<file path="src/rtl/tape_pulse_gen.sv">
// Tape pulse generator: each loaded period plays as a half-high/half-low pwm pulse.
// A pending period is consumed one cycle after it is seen, or at the end of LOW with no gap cycle.
// No backpressure: a late load raises sticky underrun, and a second load while one is held raises sticky overrun.
// Optional TAPE_PRESCALE_EN: the timer ticks every PRESCALE clk cycles instead of every cycle.
module tape_pulse_gen #(
    parameter int PRESCALE = 8
) (
    input  logic        clk,
    input  logic        reset,
    input  logic        enable,
    input  logic        load_timer,
    input  logic [23:0] timer_val,
    output logic        pwm,
    output logic        busy,
    output logic        underrun,
    output logic        overrun
);
    typedef enum logic [1:0] {IDLE, PRIME, HIGH, LOW} state_t;

    state_t      state;
    logic [23:0] pending;
    logic        pending_valid;
    logic [23:0] phase_cnt;
    logic [22:0] low_len;
    logic        tick;
    logic        phase_end;
    logic        consume;
    logic [23:0] period;

`ifdef TAPE_PRESCALE_EN
    logic [7:0] div;
    assign tick = (div == 8'(PRESCALE - 1));
`else
    logic unused_prescale;
    assign tick            = 1'b1;
    assign unused_prescale = (PRESCALE != 0);
`endif

    assign busy      = (state == HIGH) || (state == LOW);
    assign phase_end = tick && (phase_cnt == 24'd1);
    assign consume   = pending_valid && ((state == PRIME) || ((state == LOW) && phase_end));
    // Periods below 2 would give an empty phase, so they are stretched to 2.
    assign period    = (pending < 24'd2) ? 24'd2 : pending;

    always_ff @(posedge clk or posedge reset) begin
        if (reset) begin
            state         <= IDLE;
            pwm           <= 1'b1;
            underrun      <= 1'b0;
            overrun       <= 1'b0;
            pending       <= '0;
            pending_valid <= 1'b0;
            phase_cnt     <= '0;
            low_len       <= '0;
`ifdef TAPE_PRESCALE_EN
            div           <= '0;
`endif
        end else if (!enable) begin
            state         <= IDLE;
            pwm           <= 1'b1;
            pending_valid <= 1'b0;
`ifdef TAPE_PRESCALE_EN
            div           <= '0;
`endif
        end else begin
`ifdef TAPE_PRESCALE_EN
            if (state != IDLE) begin
                div <= tick ? 8'd0 : div + 8'd1;
            end
`endif
            if (consume) begin
                state     <= HIGH;
                pwm       <= 1'b1;
                phase_cnt <= period - {1'b0, period[23:1]};
                low_len   <= period[23:1];
`ifdef TAPE_PRESCALE_EN
                div       <= '0;
`endif
            end else begin
                case (state)
                    IDLE: begin
                        state <= PRIME;
                        pwm   <= 1'b0;
                    end
                    HIGH: begin
                        if (phase_end) begin
                            state     <= LOW;
                            pwm       <= 1'b0;
                            phase_cnt <= {1'b0, low_len};
`ifdef TAPE_PRESCALE_EN
                            div       <= '0;
`endif
                        end else if (tick) begin
                            phase_cnt <= phase_cnt - 24'd1;
                        end
                    end
                    LOW: begin
                        if (phase_end) begin
                            state    <= PRIME;
                            underrun <= 1'b1;
                        end else if (tick) begin
                            phase_cnt <= phase_cnt - 24'd1;
                        end
                    end
                    default: ;
                endcase
            end

            // A load in the consuming cycle wins: the new value stays pending.
            if (load_timer && (state != IDLE)) begin
                pending       <= timer_val;
                pending_valid <= 1'b1;
                if (pending_valid && !consume) begin
                    overrun <= 1'b1;
                end
            end else if (consume) begin
                pending_valid <= 1'b0;
            end
        end
    end
endmodule
</file>
<file path="config.mk">
export PLATFORM = sky130hd
export DESIGN_NAME = tape_pulse_gen
export DESIGN_NICKNAME = d
export VERILOG_FILES = /design/src/rtl/tape_pulse_gen.sv
export SDC_FILE = /design/constraint.sdc
export NUM_CORES = 1
export LEC_CHECK = 0
export CORE_MARGIN = 2
export CORE_UTILIZATION = 40
export CTS_BUF_LIST = sky130_fd_sc_hd__clkbuf_16
export DETAILED_ROUTE_END_ITERATION = 6
export PLACE_DENSITY_LB_ADDON = 0.08
export SYNTH_ARGS = -nofsm -noshare
export SYNTH_HDL_FRONTEND = slang
export SYNTH_SLANG_ARGS = --single-unit
</file>
<file path="constraint.sdc">
create_clock -name clk -period 4.5 [get_ports clk]
set_input_delay 0.9 -clock clk [delete_from_list [all_inputs] [get_ports clk]]
set_output_delay 0.9 -clock clk [all_outputs]
set_load 0.01 [all_outputs]
</file>
==> impl_metrics.json <==
{
  "hold_buffers": 0,
  "end_kind": "register",
  "cts_tree": "built",
  "grt-busiest-layer": "met1",
  "numPortBuffers": 31,
  "crit_type": "reg -> reg",
  "crit_path_top_delay_cell": "dfrtp_1",
  "synth_top_area_share_pct": 37.59,
  "cts-buffers-inserted": 9,
  "cts_max_level": 3,
  "die_h_um": 116.5,
  "grt_use_met1_pct": 33.31,
  "cp_common_cell": "ha_1",
  "critical_path.max_stage_delay_ps": 510,
  "leakage_uw": 0.002509,
  "fp-row-count": 41,
  "synth_compound_area_share_pct": 23.39,
  "diodes": 0,
  "place_area_um2": 5421,
  "area_growth_pct": 12.27,
  "pwr-share-seq_pct": 33.3,
  "cts_max_path_buffers": 2,
  "final_core_util_pct": 45.57,
  "synth_area_leaders": "dfrtp_1 38%, o21ai_0 7.9%, nand2_1 7.1%, ha_1 5.9%, xnor2_1 4.8%",
  "gr-usage-met2_pct": 29.26,
  "ant_nets": 0,
  "syn_inst": 620,
  "worstMarginPinSlew_ps": 759.3,
  "required_ps": 4750,
  "antenna_found_initial": 0,
  "synth_nets": 672,
  "dr.pass1.iters": 5,
  "synth_fa_ha_area_share_pct": 5.935,
  "rsz0062_at_grt": "false",
  "fillerInstances": 1271,
  "arrival_ps": 4360,
  "worstSetupStartpoint": "pending[3]",
  "ios": 32,
  "gr-total-overflow": 0,
  "switchingPower_uw": 1406,
  "dp.cells": 780,
  "start_kind": "register",
  "intPower_uw": 1929,
  "ys_types": 70,
  "clk_latency_ps": 350,
  "clk_pin_slew_ps": 60,
  "gp_congestion": 0.8965,
  "synthFlopType": "dfrtp_1",
  "grt_pass1_wl_mm": 21.71,
  "clkPwrFrac_pct": 19.3,
  "path_cells": "nor4_1, nand4_1, or2_2, nand2_1, ha_1, inv_1, ha_1, or3_1, a31oi_1, o31a_1, o211ai_1, a2111oi_2, nor2_1, o311ai_1",
  "hold_viol_final": 0,
  "vias": 4213,
  "setup_viol": 0,
  "grtUsageTotal_pct": 21.20,
  "irDropWorstVdd_uv": 251.5,
  "grt_pass1_vias": 3984,
  "synth-async-reset-ratio_pct": 100.0,
  "synth-seq-cells": 77,
  "hp-class": "reg -> reg",
  "r2r-end": "phase_cnt[22]",
  "r2r_cells": 14,
  "fin_skew_ps": 5.217,
  "dieArea_um2": 13570,
  "synth.area.mux_share_pct": 0.9149,
  "die_x_um": 116.5,
  "synth_top_family_by_area": "compound AO/OA/AOI/OAI gates",
  "met3_usage_pct": 3.114,
  "cts-root-buf": "clkbuf_16",
  "dpl.hpwl_mm": 9.951,
  "synth_top_area_cell": "dfrtp_1",
  "relSlewSlack_pct": 49.23,
  "worst-path-max-fanout": 10,
  "status": "finished clean",
  "period_share_pct": 91.50,
  "fmax_ghz": 0.2429,
  "clock-sinks": 77,
  "grt_max_degree": 55,
  "final_max_slew_viol_count": 0,
  "holdWs_ps": 460.7,
  "reg2reg_from": "pending[3]",
  "stdcell_count": 796,
  "switching_share_pct": 42.16,
  "final_area_um2": 5680,
  "r2r_slack_ps": 380,
  "synth-seq-area-share_pct": 38.11,
  "p_comb_share_pct": 47.4,
  "core_region_area_um2": 12470,
  "netlist_area_um2": 5060,
  "maxCapViolations": 0,
  "drt-initial-drc-count": 210,
  "synth_xor_area_share_pct": 6.231,
  "setup_tns_ps": 0,
  "drive_above_1_share_pct": 6.250,
  "min_from": "underrun",
  "synth_edf_count": 0,
  "start_util_pct": 40.59,
  "power_density_nw_per_um2": 587.1,
  "synthSimpleGateAreaFrac_pct": 18.52,
  "nets": 671,
  "routed_wirelength_mm": 13.45,
  "wl_per_cell_um": 16.89,
  "via_per_inst": 5.293,
  "layout_min_cycle_time_ps": 4118,
  "syn_area_per_cell_um2": 8.161,
  "drc": 0,
  "yosysWarnings": 0,
  "crit_path_end": "phase_cnt[22]"
}
[layer usage]
layer | part of all wire (%) | vias to the layer above
li1 | - | 2167
met4 | 1.8 | 0
met3 | 4.6 | 17
met5 | 0 | -
met1 | 52 | 1916
met2 | 41 | 113
[cell usage after synthesis (3+ instances only)]
| master | number |
|---|---|
| a211o_1 | 3 |
| ha_1 | 24 |
| a22oi_1 | 3 |
| o211ai_1 | 5 |
| a2111oi_0 | 3 |
| nor4_1 | 8 |
| xor2_1 | 8 |
| nand2_1 | 96 |
| buf_2 | 3 |
| o21bai_1 | 3 |
| a21oi_1 | 41 |
| or3_1 | 4 |
| nand3_1 | 11 |
| a21o_1 | 6 |
| or2_2 | 6 |
| clkbuf_1 | 41 |
| a211oi_1 | 14 |
| a31oi_1 | 4 |
| inv_1 | 36 |
| xnor2_1 | 28 |
| dfrtp_1 | 76 |
| and3_1 | 3 |
| nor2_1 | 41 |
| o21ai_0 | 80 |
| nor3_1 | 14 |
[cells in the final DEF (no fill, tap or decap), types with 3 or more instances in the layout]
cell,netlist,layout
nand3_1,11,11
a21oi_1,41,41
xnor2_1,28,28
a211o_1,3,3
inv_1,36,38
nor2_1,41,41
dfrtp_1,76,76
and3_1,3,3
a211oi_1,14,14
a22oi_1,3,3
clkinv_1,0,3
o21ai_0,80,80
clkdlybuf4s50_1,0,31
o21bai_1,3,3
or3_1,4,4
ha_1,24,24
a31oi_1,4,4
o211ai_1,5,5
nand2_1,96,96
buf_4,2,6
xor2_1,8,8
nor3_1,14,14
nor4_1,8,8
clkbuf_16,0,9
a21o_1,6,6
or2_2,6,6
[power groups by stage]
stage          Clock [uW]  Combinational [uW]  Sequential [uW]
6_report              643                1580             1110
5_1_grt               694                1750             1140
4_1_cts               666                1560             1110
3_5_place_dp            0                1550             1120
3_3_place_gp            0                1550             1110
2_1_floorplan           0                1220             1040
[registers in the layout, indices dropped and copies added, names as in the netlist]
signal / count
overrun: 1
pending_valid: 1
pending: 24
state: 2
phase_cnt: 24
underrun: 1
low_len: 23
pwm: 1
[through the flow]
step | total power, uW | worst slack (ps)
6_report | 3335 | 382.5
5_1_grt | 3588 | 97.83
4_1_cts | 3334 | 255.9
3_5_place_dp | 2667 | 307.5
3_3_place_gp | 2661 | 417.9
2_1_floorplan | 2262 | 773.9
[logic make-up after synthesis]
kind of cell / after synthesis
flops: 77
compound gates: 190
xor+xnor: 36
mux: 4
fa+ha+maj: 24
buf+inv: 86
simple gates: 203
[worst min-delay path by stage]
stage	to	slack [ps]	cells past startpoint
4_1_cts	underrun	470	2
2_1_floorplan	low_len[11]	440	2
3_5_place_dp	underrun	450	2
5_1_grt	overrun	500	1
6_report	underrun	460	2
3_3_place_gp	underrun	440	2
[layout make-up]
cell class / count / area [um2] / area share [%]
clock buffers: 9 / 225.2 / 3.965
clock inverters: 7 / 27.53 / 0.4846
inverters: 37 / 140.1 / 2.467
multi-input cells: 457 / 2789 / 49.10
flip-flops and latches: 77 / 1928 / 33.94
well taps: 172 / 215.2 / 3.789
repair buffers: 37 / 355.3 / 6.256
[critical path: cells and delay by family (launching register included)]
kind                     cells  cell delay [ps]
AO/OA/AOI/OAI                5             1380
buffers and inverters        1               90
adder cells (fa/ha/maj)      2              470
flip-flops                   1              510
AND/OR/NAND/NOR              6             1560
[what timing repair did]
| item | in CTS | in global routing |
|---|---|---|
| buffers inserted | 0 | 0 |
| endpoints found under the setup margin | 0 | 2 |
| resized for setup | 0 | 2 |
No activity file was read; power rests on OpenSTA's default activity.
